## src/rtl/rx_ref_delay_line.sv

```systemverilog
// Reference bit history with a delay-indexed tap; the tap reads pre-shift contents.
module rx_ref_delay_line #(
    parameter int NB_DELAY = 9
) (
    input  logic                clock,
    input  logic                i_reset,
    input  logic                i_enable,
    input  logic                i_shift,
    input  logic                i_bit,
    input  logic [NB_DELAY-1:0] i_delay,
    output logic                o_ref_bit
);

    localparam int DEPTH = 2 ** NB_DELAY;

    logic [DEPTH-1:0] line_q;
    logic [DEPTH-1:0] line_d;

    always_comb begin
        line_d = line_q;
        if (i_shift) begin
            line_d = {line_q[DEPTH-2:0], i_bit};
        end
    end

    always_ff @(posedge clock) begin
        if (i_reset) begin
            line_q <= '0;
        end else if (i_enable) begin
            line_q <= line_d;
        end
    end

    assign o_ref_bit = line_q[i_delay];

endmodule

```

## config.mk

```make
export PLATFORM = sky130hd
export DESIGN_NAME = rx_ref_delay_line
export DESIGN_NICKNAME = d
export VERILOG_FILES = /design/src/rtl/rx_ref_delay_line.sv
export SDC_FILE = /design/constraint.sdc
export NUM_CORES = 1
export LEC_CHECK = 0
export ABC_AREA = 0
export BUFFER_PORTS_ARGS = -buffer_cell sky130_fd_sc_hd__buf_2
export CORE_UTILIZATION = 45
export CTS_BUF_LIST = sky130_fd_sc_hd__clkbuf_8
export DETAILED_ROUTE_END_ITERATION = 10
export GPL_ROUTABILITY_DRIVEN = 0
export PLACE_DENSITY_LB_ADDON = 0.05
export SLEW_MARGIN = 10
export SYNTH_ARGS = -nofsm -noshare
export SYNTH_HDL_FRONTEND = slang
export SYNTH_SLANG_ARGS = --single-unit
export TNS_END_PERCENT = 1
```

## constraint.sdc

```tcl
create_clock -name clock -period 7.5 [get_ports clock]
set_input_delay 1.5 -clock clock [delete_from_list [all_inputs] [get_ports clock]]
set_output_delay 1.5 -clock clock [all_outputs]
set_load 0.03 [all_outputs]
```

# After elaboration in Yosys (flattened, before gate mapping)
# Cells that the tools add are included.
# totals
wordCells,5
register_bits,512
input_bits,14
out_inout_bits,1
# op_classes
n_reduce_logical,1
n_lt_le_gt_ge,1
mux,2
# ops
op,n
"less-than comparator 9 x 10 -> 1 bit, second input constant",1
binary-select mux 1 bit (select 9 bit),1
AND reduction 2 bit,1
2-to-1 mux 1 bit,1

# Longest topological paths before layout
# depth
ltp_word,2
depth_mapped,12
mapped_depth_nobuf,7

# Worst setup path after synthesis
# Ideal clock, no wire load.
# synth_timing
path_kind,input port to output port
from,input port i_delay[0]
to,output port o_ref_bit
t_arrival_ns,3.446
slack_ns,2.554
required_time_ns,6.000
stages,8
cell_sequence,buf_6 buf_12 mux4_1 mux4_2 and3_4 nor4_2 a2111o_1 nand4_1
# synth_via
elab_chain_len,2
# synth_lines
element,line_no,rtl
"start, declared",10,"input logic [NB_DELAY-1:0] i_delay,"
binary-select mux 1 bit (select 9 bit),34,assign o_ref_bit = line_q[i_delay];
2-to-1 mux 1 bit (not written as such),34,
"end, declared",11,output logic o_ref_bit
# Every way passes these cells. The select of a mux whose other input is x is not followed.

# Worst setup path in the final report
# layout_timing
from,input port i_delay[2]
to,output port o_ref_bit
# Same word-level chain as after synthesis.

==> results.yml <==
clock_tree:
  ctsResizeCount: 0
  cts-root-buf: "clkbuf_8"
  tritoncts: "yes"
  cts_hold_buf: 0
  cts.sinks: 512
  clk_latency_ps: 680
  htree_levels: 3
  clkSlewWorstSetupHoldPaths_ps: 50
  cts_setup_buffers: 0
  cts_buffers: 90
  cts_buffer_depth: 3
worst_setup_path:
  path_max_fanout: 34
  cpLargestDelayFamily: "compound AO/OA/AOI/OAI gates"
  reg2reg_from: "line_q[383]"
  crit_type: "in -> out"
  worst-r2r-cell-count: 2
  crit_path_top_delay_cell: "nand2b_2"
  worstReg2RegEnd: "line_q[384]"
  required_ps: 6000
  crit_arrival_ps: 4760
  cp-start-kind: "primary input"
  cp-end-kind: "output port"
  crit_buf_inv: 3
  r2r_slack_ps: 6740
  critPathMostFrequentCell: "buf_2"
  crit_cells: 10
  crit_chain: "buf_2, nand2b_2, buf_4, o221ai_1, o22ai_1, o21ai_0, nand3b_1, a221o_1, nand4_1, buf_2"
  max_stage_delay_ps: 620
finish:
  top_register: "line_q"
  drive_above_1_share: 0.0894
  finalNetCount: 2577
  reg.largest.list: "line_q (512)"
  layout_commonest_cell: "nand2_1"
  antenna-diode-count: 0
  final_cell_mix: "nand2_1, a21oi_1, dfxtp_1"
  largest_reg_flops: 512
  instances_no_fill: 3244
  syn2layout_area_growth_pct: 8.45
die:
  core-area_mm2: 0.0477
  die_area_mm2: 0.0494
  rows: 80
  ios: 15
  die_height_um: 222
  fp.dieW_um: 222
  initial_core_util: 0.457
global_route:
  grt_pass1_vias: 16700
  antenna_found_initial: 0
  grt_pass1_wl_um: 89600
  grt_max_degree: 242
  grtUsageTotal: 0.222
  overflow: 0
timing:
  setup_viol: 0
  slew_headroom: 0.0789
  hold_slack_ps: 448
  rsz0062_at_grt: "no"
  max_freq_mhz: 160
  period_share: 0.835
  worst_slew_pin_slew_ps: 1380
  hold_viol: 0
  fin_tns_setup_ps: 0
  setup_ws_ps: 1240
  slew_violations: 0
  clock_skew_ps: 20.7
  period_needed_ps: 6260
place:
  io_buffers: 14
  placedCellCount: 3086
  pre_cts_slack_ps: 1320
  dp_hpwl_um: 29800
power:
  p_leak_uw: 0.00767
  vdd_ir_drop_max_v: 0.000156
  power-per-cell-area_mw_per_mm2: 235
synth:
  yosysWarnings: 0
  synth_cells: 2657
  avgSynthCellArea_um2: 8.21
  synth_cell_type_count: 44
  synthFlopType: "dfxtp_1"
  synth-seq-cells: 512
  ys_seq_area_frac: 0.470
  synth_edf_count: 0
  syn-num-nets: 2671
  synth-async-reset-ratio: 0
  synthesis.area_mm2: 0.0218
min_path:
  hold_class: "reg -> reg"
  hold-path-endpoint: "line_q[443]"
  worstHoldStart: "line_q[442]"
  whs_path_depth: 2
run_status:
  status: "finished, final reports clean"
drt:
  vias_per_cell: 5.51
  avgRoutedWirePerCell_um: 16.9
  route.detailed.drc: 0
  drt_pass1_iterations: 5
  drt_iter0_drc: 1481
  wl_um: 54900
  route.antenna.remaining_nets: 0
  via_count: 17900
flow_run:
  drv_cap: 0
==> synthesized netlist by cell type (all sizes together) (2+ instances only) <==
| cell | count | area [µm²] |
|---|---|---|
| nor2 | 17 | 63.8 |
| o21ai | 8 | 40.0 |
| o221ai | 58 | 508 |
| dfxtp | 512 | 10200 |
| inv | 2 | 7.51 |
| nor4 | 5 | 37.5 |
| buf | 48 | 405 |
| nor2b | 2 | 12.5 |
| mux2i | 115 | 1150 |
| o211ai | 4 | 30.0 |
| nand4 | 2 | 12.5 |
| nand2 | 1036 | 3890 |
| o2111ai | 4 | 35.0 |
| mux4 | 72 | 1640 |
| a21oi | 546 | 2730 |
| clkbuf | 175 | 657 |
| and2 | 2 | 12.5 |
| clkinv | 3 | 11.3 |
| nand3 | 4 | 20.0 |
| o22ai | 26 | 163 |
==> where the power goes <==
group | leakage (µW) | internal (µW) | total [µW] | switching (µW)
clock | 0.00103 | 1380 | 2520 | 1140
combinational | 0.00251 | 64.6 | 309 | 244
sequential | 0.00412 | 2720 | 2720 | 0.260
==> per-layer routing <==
metal | share of wire | wire (µm) | GRT usage
met5 | 0 | 0 | 0
met4 | 0.021 | 1160 | 0.0692
met3 | 0.046 | 2540 | 0.0454
met2 | 0.46 | 25000 | 0.343
met1 | 0.48 | 26200 | 0.311
==> through the flow <==
stage	power, µW	utilization	instance area (µm²)
2_1_floorplan	3010	-	21800
3_3_place_gp	3090	0.458	21900
3_5_place_dp	3090	0.458	21900
4_1_cts	5640	0.496	23700
5_1_grt	5780	0.496	23700
6_report	5550	0.496	23700
==> worst max path at each step <==
stage / from / endpoint / slack [ps]
after detailed placement: i_delay[2] / o_ref_bit / 1320
after global placement: i_delay[2] / o_ref_bit / 1260
after floorplan: i_delay[0] / o_ref_bit / 2550
after CTS: i_delay[2] / o_ref_bit / 1300
final: i_delay[2] / o_ref_bit / 1240
after global routing: i_delay[2] / o_ref_bit / 1060
==> kinds of logic after synthesis <==
kind of cell / Yosys count / share of synthesized area
DFF: 512 / 0.470
buffers and inverters: 228 / 0.0495
and+or+nand+nor: 1074 / 0.188
muxes: 188 / 0.128
AOI/OAI and AO/OA: 655 / 0.165
==> worst reg2reg max path, cell delays in order (launching register included) <==
cell and delay [ps]:
dfxtp_1 430, nand2_1 80, a21oi_1 160
==> area by class of cell <==
| class | instances | area [µm²] |
|---|---|---|
| clock buffer | 113 | 1560 |
| clock inverter | 45 | 225 |
| fill | 4583 | 24100 |
| inverter | 5 | 18.8 |
| multi-input combinational | 1917 | 10500 |
| sequential | 512 | 10200 |
| tap | 615 | 769 |
| timing repair buffer | 37 | 340 |
Note: power is estimated with default switching activity, not from simulation.
